===== src/rtl/pc_redirect.sv =====
// pc_redirect: in-order predicted-next-PC queue checked against execute's resolved PC; redirects IFU and flushes on mismatch.
// Define YSYX_23060251_BPU_STAT_EN to add resolve/mispredict counters.
module pc_redirect #(
  parameter int DEPTH = 4,
  parameter int PC_W  = 32
) (
  input  logic            clock,
  input  logic            reset,
  input  logic            pred_valid_i,
  output logic            pred_ready_o,
  input  logic [PC_W-1:0] pred_pc_i,
  input  logic            res_valid_i,
  output logic            res_ready_o,
  input  logic [PC_W-1:0] res_npc_i,
  output logic            redirect_valid_o,
  input  logic            redirect_ready_i,
  output logic [PC_W-1:0] redirect_pc_o,
  output logic            flush_o
`ifdef YSYX_23060251_BPU_STAT_EN
  ,
  output logic [31:0]     stat_resolved_o,
  output logic [31:0]     stat_mispred_o
`endif
);
  localparam int AW = $clog2(DEPTH);
  localparam logic [0:0] NORMAL = 1'b0;
  localparam logic [0:0] REDIR  = 1'b1;
  logic [0:0]      state_q, state_d;
  logic [AW:0]     wptr_q, wptr_d, rptr_q, rptr_d;
  logic [PC_W-1:0] mem_q [DEPTH];
  logic [PC_W-1:0] mem_d [DEPTH];
  logic [PC_W-1:0] rpc_q, rpc_d;
  logic            full, empty, enq, deq, mis, redir_fire;
  always_comb begin
    full             = (wptr_q[AW] != rptr_q[AW]) && (wptr_q[AW-1:0] == rptr_q[AW-1:0]);
    empty            = wptr_q == rptr_q;
    pred_ready_o     = (state_q == NORMAL) && !full;
    res_ready_o      = (state_q == NORMAL) && !empty;
    redirect_valid_o = state_q == REDIR;
    redirect_pc_o    = rpc_q;
    enq              = pred_valid_i && pred_ready_o;
    deq              = res_valid_i && res_ready_o;
    mis              = deq && (mem_q[rptr_q[AW-1:0]] != res_npc_i);
    redir_fire       = redirect_valid_o && redirect_ready_i;
    flush_o          = redir_fire;
    state_d          = redir_fire ? NORMAL : mis ? REDIR : state_q;
    // the redirect exit empties the queue, discarding anything enqueued meanwhile
    wptr_d           = redir_fire ? '0 : wptr_q + {{AW{1'b0}}, enq};
    rptr_d           = redir_fire ? '0 : rptr_q + {{AW{1'b0}}, deq};
    rpc_d            = mis ? res_npc_i : rpc_q;
    for (int i = 0; i < DEPTH; i++)
      mem_d[i] = (enq && wptr_q[AW-1:0] == AW'(i)) ? pred_pc_i : mem_q[i];
  end
`ifdef YSYX_23060251_BPU_STAT_EN
  logic [31:0] res_cnt_q, res_cnt_d, mis_cnt_q, mis_cnt_d;
  always_comb begin
    res_cnt_d       = res_cnt_q + {31'b0, deq};
    mis_cnt_d       = mis_cnt_q + {31'b0, mis};
    stat_resolved_o = res_cnt_q;
    stat_mispred_o  = mis_cnt_q;
  end
  always_ff @(posedge clock) begin
    if (reset) begin
      res_cnt_q <= '0;
      mis_cnt_q <= '0;
    end else begin
      res_cnt_q <= res_cnt_d;
      mis_cnt_q <= mis_cnt_d;
    end
  end
`endif
  always_ff @(posedge clock) begin
    mem_q <= mem_d;
    if (reset) begin
      state_q <= NORMAL;
      wptr_q  <= '0;
      rptr_q  <= '0;
      rpc_q   <= '0;
    end else begin
      state_q <= state_d;
      wptr_q  <= wptr_d;
      rptr_q  <= rptr_d;
      rpc_q   <= rpc_d;
    end
  end
endmodule


===== config.mk =====
export PLATFORM = sky130hd
export DESIGN_NAME = pc_redirect
export DESIGN_NICKNAME = d
export VERILOG_FILES = /design/src/rtl/pc_redirect.sv
export SDC_FILE = /design/constraint.sdc
export NUM_CORES = 1
export LEC_CHECK = 0
export CORE_UTILIZATION = 48
export DETAILED_ROUTE_END_ITERATION = 7
export GPL_TIMING_DRIVEN = 1
export PLACE_DENSITY = 0.76
export SYNTH_ARGS = -nofsm -noshare
export SYNTH_HDL_FRONTEND = slang
export SYNTH_SLANG_ARGS = --single-unit

===== constraint.sdc =====
create_clock -name clock -period 3.6 [get_ports clock]
set_input_delay 0.72 -clock clock [delete_from_list [all_inputs] [get_ports clock]]
set_output_delay 0.72 -clock clock [all_outputs]
set_load 0.005 [all_outputs]

==> flow_summary.ini <==
[timing]
finalCritPeriodShare_pct = 90.0
min_period_ns = 3.24
fin_tns_setup_ns = 0
final-setup-viol-count = 0
clock.fmax_mhz = 309
rsz0062_at_grt = false
slew_violations = 0
worstMarginPinSlew_ns = 0.601
max_slew_margin_pct = 59.6
fin_worst_skew_ns = 0.00691
holdWs_ns = 0.474
hold_viol = 0

[cells_and_area]
nFillCells = 1014
drive_above_1_share_pct = 13.7
nNetsFinal = 578
synthToLayoutAreaGrowth_pct = 26.9
mostFrequentLayoutCells = edfxtp_1, clkdlybuf4s50_1, nand2b_1
final_common_cell = edfxtp_1
antenna_cells = 0
final_cells = 698

[worst_setup_path]
cp.required_ns = 3.91
crit_path_cell_trace = buf_12 -> mux4_2 -> xnor2_1 -> nand4_1 -> nor4_1 -> a21boi_4 -> buf_4 -> o21a_1
timing.critical_path.arrival_ns = 3.55
endpoint_kind = flip-flop
crit_family = simple AND/OR/NAND/NOR gates
path_class = reg -> reg
cp-start-kind = flip-flop
cpPeakStageDelay_ns = 0.62
path_buf_inv = 2
slowest_stage = dfxtp_2
crit_fanout = 14

[logic_synthesis]
postSynthCellCount = 387
postSynthAreaPerCell_um2 = 17.7
syn_nets = 460
synth.ff_latch_count = 167
synth_top_area_share_pct = 56.2
synth_area_leaders = edfxtp_1, dfxtp_1, mux4_2
ys_warn_count = 0
synth_cell_types = 27
synth_area_um2 = 6840
seq_area_frac_synth_pct = 67.6
synth.largest_area_cell = edfxtp_1

[flow_run]
cap_violations = 0

[clock_tree]
cts.clk_slew.worst_paths_ns = 0.06
hold_buffers = 0
numCtsBuffers = 17
clk_path_buf_depth = 2
cts_setup_buffers = 0
clkLatencyLatePin_ns = 0.42
clock_sinks = 167
clockRootBuffer = clkbuf_16
cts_tree = yes
post_cts_resized = 0
htree_num_levels = 4

[die]
dieArea_um2 = 14700
ioPinCount = 105
core_um2 = 13900
fp.dieW_um = 121
fp.dieH_um = 121
row_count = 43
start_util_pct = 49.3

[route]
route.detailed.drc = 0
wl_per_cell_um = 18.6
vias = 3600
drtIter0Drc = 210
routed_wl_mm = 13.0
ant_nets = 0
drt-vias-per-instance = 5.16
drt_first_pass_iters = 4

[pwr]
p_leak_nw = 2.86
combPwrFrac_pct = 25.2
internal_power_mw = 4.25
power.density_nw_per_um2 = 659
switching_share_pct = 25.7
peakVddDrop_uv = 366
pwr-share-clk_pct = 30.0
p_total_mw = 5.72
power_frac_seq_pct = 44.8
switchingPower_mw = 1.47

[grt]
top_usage_layer = met2
grt_use_total_pct = 19.1
met3_usage_pct = 4.04
antenna_found_initial = 0
grt_pass1_wl_mm = 20.2
met1_usage_pct = 23.5
use_met2_pct = 33.1
gr-total-overflow = 0
grt_pass1_vias = 3748
grt_max_degree = 38

[placement]
dpl.cell_count = 666
gp_congestion = 0.738
numPortBuffers = 104
dpl.hpwl_mm = 9.04

[run_status]
status = finished clean

[hold_path]
min_path_type = reg -> reg
[cells by family after synthesis]
family | Yosys count | synth area share [%]
compound gates | 3 | 0.293
xor+xnor | 37 | 4.74
fa+ha+maj | 4 | 0.732
buf+inv | 20 | 2.41
flops | 167 | 67.6
mux | 64 | 15.8
simple gates | 92 | 8.47
[path summary, 6_finish.rpt]
path / startpoint / end / slack (ns) / cells after the start
setup / recovery: rptr_q[0] / redirect_valid_o / 0.36 / 8
hold / removal: redirect_pc_o[1] / redirect_pc_o[1] / 0.47 / 2
setup reg to reg: rptr_q[0] / redirect_valid_o / 0.36 / 8
hold reg to reg: redirect_pc_o[1] / redirect_pc_o[1] / 0.47 / 2
[worst min-delay path, delay by kind of cell, from the launching register on]
| family | cells | cell delay [ns] |
|---|---|---|
| muxes | 1 | 0.06 |
| DFF | 1 | 0.31 |
| and+or+nand+nor | 1 | 0.06 |
[synthesized netlist by cell type (all sizes together)]
cell / instances
and2: 6
ha: 4
inv: 1
nor2: 4
nor3: 4
nor4: 2
a21boi: 1
and3: 1
mux4: 32
nand4: 8
buf: 12
xnor2: 35
xor2: 2
edfxtp: 128
nand2: 2
nand2b: 46
o21a: 1
mux2i: 32
a21oi: 1
dfxtp: 39
clkbuf: 7
nor3b: 1
or2b: 18
[power groups by stage]
stage	Sequential [mW]	Clock (mW)	Combinational, mW
3_5_place_dp	2.60	0	1.45
2_1_floorplan	2.55	0	0.977
5_1_grt	2.59	1.81	1.56
4_1_cts	2.57	1.74	1.47
6_report	2.56	1.71	1.44
3_3_place_gp	2.59	0	1.43
[layer usage]
layer	routed length (µm)	vias to the layer above
met1	5390	1791
met2	6830	103
met4	131	0
li1	-	1697
met3	656	9
met5	0	-
[metrics by stage]
step                      setup WS (ns)  utilization [%]  area [µm²]
after floorplan                   0.491                -        6850
after global placement            0.385             58.5        8120
after detailed placement          0.396             58.5        8120
after CTS                         0.324             62.5        8680
after global routing              0.238             62.5        8680
final                             0.361             62.5        8680
[state kept, by name, indices dropped and copies added, names as in the netlist]
name              cells
mem_q               128
redirect_pc_o        32
rptr_q                3
wptr_q                3
redirect_valid_o      1
[area by class of cell]
cell class              instances  area [µm²]  area share [%]
multi-input cells             200        2090            24.1
repair buffers                118        1170            13.4
clock buffers                  20         437            5.03
inverters                       1        3.75          0.0432
well taps                     180         225            2.59
flip-flops and latches        167        4630            53.3
clock inverters                12         128            1.47
(Power assumes the default switching activity.)
